--- src/rtl/sift_desc_pkg.sv ---
// Shared types and helpers for the patch descriptor engine.
// Holds the FSM state encoding, histogram bin count and bin-index mapping.
package sift_desc_pkg;

    localparam int NUM_BINS = 8;

    typedef enum logic [2:0] {
        IDLE,
        SCAN,
        DRAIN,
        EMIT,
        DONE
    } state_e;

    // Bin = {dy negative, dx negative, dy dominates dx}.
    function automatic logic [2:0] bin_index(input logic dy_neg, input logic dx_neg, input logic dy_dom);
        return {dy_neg, dx_neg, dy_dom};
    endfunction

endpackage

--- src/rtl/grad_binner.sv ---
// Maps one returned gradient sample to its orientation bin and count enable.
// Latency: combinational. Backpressure: none, evaluated every cycle.
// Magnitudes use one extra bit so the most negative code folds correctly.
module grad_binner
    import sift_desc_pkg::*;
#(
    parameter int BIT_DEPTH = 8
) (
    input  logic signed [BIT_DEPTH-1:0] dx,
    input  logic signed [BIT_DEPTH-1:0] dy,
    input  logic                        tag_vld,
    output logic [2:0]                  bin,
    output logic                        cnt_en
);

    logic [BIT_DEPTH:0] dx_ext, dy_ext, mag_dx, mag_dy;

    always_comb begin
        dx_ext = {dx[BIT_DEPTH-1], dx};
        dy_ext = {dy[BIT_DEPTH-1], dy};
        mag_dx = dx[BIT_DEPTH-1] ? -dx_ext : dx_ext;
        mag_dy = dy[BIT_DEPTH-1] ? -dy_ext : dy_ext;
        bin    = bin_index(dy[BIT_DEPTH-1], dx[BIT_DEPTH-1], mag_dy > mag_dx);
        cnt_en = tag_vld && ((dx != '0) || (dy != '0));
    end

endmodule

--- src/rtl/patch_descriptor_engine.sv ---
// Builds a 4-sub-patch gradient-orientation descriptor per keypoint; optional stats via DESC_STATS_EN.
// Latency: first descriptor write P*P+RD_LAT+2 cycles after the keypoint handshake, then 4 writes.
// Backpressure: kp_ready only in IDLE; descriptor writes are unconditional strobes.
module patch_descriptor_engine
    import sift_desc_pkg::*;
#(
    parameter int BIT_DEPTH  = 8,
    parameter int WIDTH      = 64,
    parameter int HEIGHT     = 64,
    parameter int PATCH_SIZE = 4,
    parameter int RD_LAT     = 2,
    parameter int MAX_KP     = 1000,
    localparam int S         = PATCH_SIZE / 2,
    localparam int CW        = $clog2(S * S) + 1,
    localparam int DW        = 8 * CW
) (
    input  logic                              clk_in,
    input  logic                              rst_n_in,
    input  logic                              kp_valid,
    output logic                              kp_ready,
    input  logic [$clog2(WIDTH)-1:0]          kp_x,
    input  logic [$clog2(HEIGHT)-1:0]         kp_y,
    input  logic                              kp_last,
    output logic [$clog2(WIDTH*HEIGHT)-1:0]   grad_addr,
    input  logic signed [BIT_DEPTH-1:0]       x_grad,
    input  logic signed [BIT_DEPTH-1:0]       y_grad,
    output logic                              desc_wea,
    output logic [$clog2(MAX_KP*4)-1:0]       desc_write_addr,
    output logic [DW-1:0]                     desc_out,
    output logic                              descriptors_done,
    output logic [$clog2(MAX_KP+1)-1:0]       kp_count,
    output logic [15:0]                       oob_count
);

    localparam int XW   = $clog2(WIDTH);
    localparam int YW   = $clog2(HEIGHT);
    localparam int AW   = $clog2(WIDTH * HEIGHT);
    localparam int KIW  = $clog2(MAX_KP);
    localparam int WAW  = $clog2(MAX_KP * 4);
    localparam int RCW  = $clog2(PATCH_SIZE);
    localparam int CNTW = $clog2(RD_LAT + 4);
    localparam logic [RCW-1:0]  LAST_RC   = RCW'(PATCH_SIZE - 1);
    localparam logic [RCW-1:0]  HALF      = RCW'(S);
    localparam logic [CNTW-1:0] DRAIN_END = CNTW'(RD_LAT);
    localparam logic [CNTW-1:0] EMIT_END  = CNTW'(3);
    localparam logic [KIW-1:0]  KP_WRAP   = KIW'(MAX_KP - 1);

    typedef struct packed {
        logic       ib;
        logic [1:0] sub;
    } tag_t;

    state_e                              state_q, state_d;
    logic [XW-1:0]                       kx_q, kx_d;
    logic [YW-1:0]                       ky_q, ky_d;
    logic                                last_q, last_d;
    logic [RCW-1:0]                      r_q, r_d, c_q, c_d;
    logic [CNTW-1:0]                     cnt_q, cnt_d;
    tag_t                                cur_q, cur_d;
    tag_t [RD_LAT-1:0]                   tag_q, tag_d;
    logic [3:0][NUM_BINS-1:0][CW-1:0]    hist_q, hist_d;
    logic [AW-1:0]                       grad_addr_q, grad_addr_d;
    logic                                desc_wea_q, desc_wea_d;
    logic [WAW-1:0]                      waddr_q, waddr_d;
    logic [DW-1:0]                       dout_q, dout_d;
    logic                                done_q, done_d;
    logic [KIW-1:0]                      kpi_q, kpi_d;
    logic [1:0]                          nsub;
    logic                                issue, in_b, cnt_en;
    logic [2:0]                          bin;
    tag_t                                tag_out;
    int                                  col, row;

    assign tag_out = tag_q[RD_LAT-1];
    assign nsub    = cnt_q[1:0] + 2'd1;

    grad_binner #(.BIT_DEPTH(BIT_DEPTH)) u_grad_binner (
        .dx      (x_grad),
        .dy      (y_grad),
        .tag_vld (tag_out.ib),
        .bin     (bin),
        .cnt_en  (cnt_en)
    );

    always_comb begin
        state_d     = state_q;
        kx_d        = kx_q;
        ky_d        = ky_q;
        last_d      = last_q;
        r_d         = r_q;
        c_d         = c_q;
        cnt_d       = cnt_q;
        cur_d       = '0;
        grad_addr_d = grad_addr_q;
        desc_wea_d  = 1'b0;
        waddr_d     = waddr_q;
        dout_d      = dout_q;
        done_d      = 1'b0;
        kpi_d       = kpi_q;
        issue       = 1'b0;
        tag_d[0]    = cur_q;
        for (int i = 1; i < RD_LAT; i++) tag_d[i] = tag_q[i-1];
        hist_d = hist_q;
        if (cnt_en) hist_d[tag_out.sub][bin] = hist_q[tag_out.sub][bin] + CW'(1);

        case (state_q)
            IDLE: if (kp_valid) begin
                kx_d    = kp_x;
                ky_d    = kp_y;
                last_d  = kp_last;
                r_d     = '0;
                c_d     = '0;
                hist_d  = '0;
                issue   = 1'b1;
                state_d = SCAN;
            end
            SCAN: if (r_q == LAST_RC && c_q == LAST_RC) begin
                state_d = DRAIN;
                cnt_d   = '0;
            end else begin
                issue = 1'b1;
                if (c_q == LAST_RC) begin
                    c_d = '0;
                    r_d = r_q + RCW'(1);
                end else begin
                    c_d = c_q + RCW'(1);
                end
            end
            // Final sample lands in hist_q on the last DRAIN cycle.
            DRAIN: if (cnt_q == DRAIN_END) begin
                state_d    = EMIT;
                cnt_d      = '0;
                desc_wea_d = 1'b1;
                waddr_d    = {kpi_q, 2'b00};
                dout_d     = hist_q[0];
            end else begin
                cnt_d = cnt_q + CNTW'(1);
            end
            EMIT: if (cnt_q == EMIT_END) begin
                kpi_d = (kpi_q == KP_WRAP) ? '0 : kpi_q + KIW'(1);
                if (last_q) begin
                    state_d = DONE;
                    done_d  = 1'b1;
                end else begin
                    state_d = IDLE;
                end
            end else begin
                cnt_d      = cnt_q + CNTW'(1);
                desc_wea_d = 1'b1;
                waddr_d    = {kpi_q, nsub};
                dout_d     = hist_q[nsub];
            end
            DONE: begin
                kpi_d   = '0;
                state_d = IDLE;
            end
            default: state_d = IDLE;
        endcase

        col  = int'(kx_d) + int'(c_d) - S;
        row  = int'(ky_d) + int'(r_d) - S;
        in_b = (col >= 0) && (col < WIDTH) && (row >= 0) && (row < HEIGHT);
        // Skipped pixels leave the address bus untouched.
        if (issue) begin
            cur_d.ib  = in_b;
            cur_d.sub = {r_d >= HALF, c_d >= HALF};
            if (in_b) grad_addr_d = AW'(row * WIDTH + col);
        end
    end

    always_ff @(posedge clk_in or negedge rst_n_in) begin
        if (!rst_n_in) begin
            state_q     <= IDLE;
            kx_q        <= '0;
            ky_q        <= '0;
            last_q      <= 1'b0;
            r_q         <= '0;
            c_q         <= '0;
            cnt_q       <= '0;
            cur_q       <= '0;
            tag_q       <= '0;
            hist_q      <= '0;
            grad_addr_q <= '0;
            desc_wea_q  <= 1'b0;
            waddr_q     <= '0;
            dout_q      <= '0;
            done_q      <= 1'b0;
            kpi_q       <= '0;
        end else begin
            state_q     <= state_d;
            kx_q        <= kx_d;
            ky_q        <= ky_d;
            last_q      <= last_d;
            r_q         <= r_d;
            c_q         <= c_d;
            cnt_q       <= cnt_d;
            cur_q       <= cur_d;
            tag_q       <= tag_d;
            hist_q      <= hist_d;
            grad_addr_q <= grad_addr_d;
            desc_wea_q  <= desc_wea_d;
            waddr_q     <= waddr_d;
            dout_q      <= dout_d;
            done_q      <= done_d;
            kpi_q       <= kpi_d;
        end
    end

    assign kp_ready         = (state_q == IDLE);
    assign grad_addr        = grad_addr_q;
    assign desc_wea         = desc_wea_q;
    assign desc_write_addr  = waddr_q;
    assign desc_out         = dout_q;
    assign descriptors_done = done_q;

`ifdef DESC_STATS_EN
    logic [$clog2(MAX_KP+1)-1:0] kp_count_q, kp_count_d;
    logic [15:0]                 oob_count_q, oob_count_d;

    always_comb begin
        kp_count_d  = kp_count_q;
        oob_count_d = oob_count_q;
        if (state_q == DONE) begin
            kp_count_d  = '0;
            oob_count_d = '0;
        end else begin
            if (state_q == EMIT && cnt_q == EMIT_END) kp_count_d = kp_count_q + 1'b1;
            if (issue && !in_b && oob_count_q != 16'hFFFF) oob_count_d = oob_count_q + 16'd1;
        end
    end

    always_ff @(posedge clk_in or negedge rst_n_in) begin
        if (!rst_n_in) begin
            kp_count_q  <= '0;
            oob_count_q <= '0;
        end else begin
            kp_count_q  <= kp_count_d;
            oob_count_q <= oob_count_d;
        end
    end

    assign kp_count  = kp_count_q;
    assign oob_count = oob_count_q;
`else
    assign kp_count  = '0;
    assign oob_count = '0;
`endif

endmodule
--- config.mk ---
export PLATFORM = sky130hd
export DESIGN_NAME = patch_descriptor_engine
export DESIGN_NICKNAME = d
export VERILOG_FILES = /design/src/rtl/sift_desc_pkg.sv /design/src/rtl/grad_binner.sv /design/src/rtl/patch_descriptor_engine.sv
export SDC_FILE = /design/constraint.sdc
export NUM_CORES = 1
export LEC_CHECK = 0
export ABC_AREA = 1
export CORE_MARGIN = 4
export CORE_UTILIZATION = 70
export DETAILED_ROUTE_END_ITERATION = 10
export DONT_BUFFER_PORTS = 1
export PLACE_DENSITY = 0.95
export SYNTH_ARGS = -nofsm -noshare
export SYNTH_HDL_FRONTEND = slang
export SYNTH_SLANG_ARGS = --single-unit
--- constraint.sdc ---
create_clock -name clk_in -period 6.4 [get_ports clk_in]
set_input_delay 0.32 -clock clk_in [delete_from_list [all_inputs] [get_ports clk_in]]
set_output_delay 0.32 -clock clk_in [all_outputs]
set_load 0.02 [all_outputs]
==> impl_results.md <==
- Vias in the first global route: 10220
- Largest family of logic cells by synthesized area: simple AND/OR/NAND/NOR gates
- WHS Endpoint: last_q
- Largest net degree at the start of global routing: 189
- Non-filler cells, final: 1689
- Resized cells post-CTS: 0
- Synth Flop Type: dfrtp_1
- Fillers: 1050
- DR DRC count: 0
- DIE AREA: 0.01822 mm2
- Post-route ant nets: 0
- P_int: 2.913 mW
- CP Launch Type: flop
- Min-Delay Path Depth: 2
- Most frequent cells in the layout: inv_1, nand2_1, dfrtp_1
- Simple-gate share of the synthesized area: 0.1923
- Post-Synth XOR/XNOR Area: 0.01862
- Final setup violation count: 0
- Slew @ Worst Pin: 1.347 ns
- Syn Inst Count: 1492
- CTS clk-pin slew, worst paths: 0.08 ns
- Clk_lat worst skew: 0.45 ns
- H-tree depth: 4
- Fraction of layout cells with a size suffix above 1: 0.05778
- Slew margin rel.: 0.1001
- Layout area overhead: 5.276%
- Crit path required time: 6.74 ns
- Sequential power share: 0.322
- Yosys cell types: 48
- Setup Skew: 0.01061 ns
- Drt pass-1 iters: 10
- CTS root buf: clkbuf_16
- Dpl hpwl: 19560 um
- Post CTS Setup Buffer Count: 0
- Kind of capture point of the worst setup path: flop
- Reg2reg setup slack: 1.56 ns
- Worst hold start: kp_last
- Inst Count DP: 1653
- Max IR drop VDD: 0.0006678 V
- Drt first-iter violations: 1604
- R2r worst-path depth: 20
- Sw power: 2.842 mW
- Clock Sinks: 188
- RSZ-0062 raised after global routing: no
- Die H: 135.0 um
- Seq/Total Area, Yosys: 0.4168
- Via/cell ratio: 6.269
- Maximum root-to-sink buffer count: 2
- Max Cap Viol: 0
- Adder-Cell Fraction of Synth Area: 0.05076
- Mapped cell area: 0.01129 mm2
- Final Hold Fails: 0
- Logic pwr share: 0.497
- Final period demand of the worst path: 4.839 ns
- Post-synthesis mux area share: 0.004988
- Reg2reg end: grad_addr[11]
- Final WL: 31180 um
- PwrDens: 484.2 mW/mm2
- Clock power share: 0.182
- Sw Ratio: 0.4939
- Multi-input combinational cell area: 0.005135 mm2
- LEAKAGE: 6.013 nW
- Gr ovfl total: 0
- Number of flops mapped to enable cells by yosys: 0
- Post-layout util: 0.7508
- Worst reg2reg startpoint: state_q[2]
- WHS: 0.006130 ns
- CP arrival: 5.18 ns
- Top Ports: 109
- Syn_area_per_cell: 7.566 um2
- Row cnt: 46
- Initial core utilization: 0.7132
- Core Area: 0.01583 mm2
- Share of the cycle needed by the critical path after routing: 0.7561
- Num CTS Buffers: 17
- Commonest non-fill, non-tap cell in the layout: inv_1
- WL per Instance: 18.46 um
- Yosys warning total: 0
- Status: completed
- Critical-path maximum fanout: 57
- Async set-reset flop share out of synthesis: 1.000
- Initial antenna violation count: 2
- PortBufs: 0
- #FFs+latches synth: 188
- Vias: 10590
- Die W: 135.0 um
- Nets@finish: 1534
- GPL Wtd Cong: 0.9625
- WS Path Type: reg2reg
- TritonCTS clock tree: done
- Register area: 0.004705 mm2
- Hold Path Class: in2reg
- Gr usage total: 0.3431
- Compound-Gate Fraction of Synth Area: 0.1777
- Max-slew violation count: 0
- Setup_tns: 0 ns
- Max Clk Rate: 206.7 MHz
- First-pass GRT wire length: 50110 um
[synth_stat cells (9+ instances only)]
| cell type | n | share of area |
|---|---|---|
| a211oi_1 | 19 | 0.013 |
| a21oi_1 | 104 | 0.046 |
| buf_2 | 18 | 0.0080 |
| buf_4 | 32 | 0.021 |
| clkbuf_1 | 39 | 0.013 |
| dfrtp_1 | 188 | 0.42 |
| ha_1 | 41 | 0.045 |
| inv_1 | 279 | 0.093 |
| nand2_1 | 205 | 0.068 |
| nand3_1 | 81 | 0.036 |
| nand4_1 | 12 | 0.0067 |
| nor2_1 | 159 | 0.053 |
| nor3_1 | 14 | 0.0062 |
| o211ai_1 | 23 | 0.015 |
| o21a_1 | 10 | 0.0067 |
| o21ai_0 | 128 | 0.057 |
| o22ai_1 | 29 | 0.016 |
| or2_2 | 11 | 0.0061 |
| xnor2_1 | 9 | 0.0070 |
| xor2_1 | 15 | 0.012 |
[final cells by class]
type / count / area share
inverters: 287 / 0.09086
flip-flops and latches: 188 / 0.3959
well taps: 216 / 0.02274
diodes: 2 / 0.0004211
multi-input cells: 953 / 0.4321
clock buffers: 17 / 0.03580
clock inverters: 15 / 0.01337
repair buffers: 11 / 0.008844
[worst max-delay path by stage]
stage / from / end / slack [ns] / depth (start not counted)
2_1_floorplan: state_q[2] / grad_addr[11] / 2.53 / 25
3_3_place_gp: state_q[2] / grad_addr[11] / 1.76 / 20
3_5_place_dp: x_grad[1] / hist_q[11] / 1.53 / 24
4_1_cts: state_q[2] / grad_addr[6] / 1.63 / 20
5_1_grt: state_q[2] / grad_addr[9] / 1.13 / 19
6_report: state_q[2] / grad_addr[11] / 1.56 / 20
[metal layers]
layer	global-route usage	part of all wire
met5	0	0
met4	0.2038	0.062
met3	0.08383	0.13
met2	0.5434	0.46
met1	0.4295	0.35
[what timing repair did]
| item | CTS | global route |
|---|---|---|
| endpoints found under the setup margin | 0 | 0 |
| hold buffers | 2 | 0 |
| endpoints found under the hold margin | 188 | 0 |
[logic make-up (layout without fill, tap and decap cells)]
family | after synthesis | in the layout
and+or+nand+nor | 504 | 504
buffers and inverters | 377 | 330
AOI/OAI and AO/OA | 348 | 348
DFF | 188 | 188
adders and majority gates | 44 | 44
xor gates and xnor gates | 24 | 24
muxes | 5 | 5
other | 2 | 30
[worst max-delay path, stage by stage, from the launching register on]
cell and delay [ns]:
dfrtp_1 0.44, nor2_1 0.14, inv_2 0.07, nor2_4 0.21, nand2_4 0.39, inv_2 0.36
buf_4 0.61, nor3_1 0.27, ha_1 0.26, ha_1 0.21, fa_1 0.40, nand2_1 0.08
nand2_1 0.05, a21oi_1 0.18, o21ai_0 0.12, nand3_1 0.09, nor2_1 0.05, nand3_1 0.52
inv_4 0.10, nand2_1 0.10, nand2_1 0.05
[power by group through the flow]
| stage | Sequential [mW] | Clock [mW] | Combinational (mW) |
|---|---|---|---|
| 2_1_floorplan | 1.80 | 0 | 2.12 |
| 3_5_place_dp | 1.87 | 0 | 2.69 |
| 5_1_grt | 1.88 | 1.08 | 3.16 |
| 3_3_place_gp | 1.85 | 0 | 2.57 |
| 6_report | 1.85 | 1.04 | 2.86 |
| 4_1_cts | 1.85 | 1.04 | 2.77 |
[stage by stage]
| stage | power, mW | area (um2) | setup WS (ns) |
|---|---|---|---|
| after floorplan | 3.917 | 11390 | 2.532 |
| after global placement | 4.425 | 11260 | 1.758 |
| after detailed placement | 4.557 | 11260 | 1.526 |
| after CTS | 5.665 | 11880 | 1.633 |
| after global routing | 6.120 | 11880 | 1.134 |
| final | 5.754 | 11880 | 1.561 |
[registers in the layout, summed over array words and instances (netlist names), 6 cells and up]
name	cells
desc_out	24
desc_write_addr	12
grad_addr	12
hist_q	96
kpi_q	10
kx_q	6
ky_q	6
Note: power is estimated with default switching activity, not from simulation.
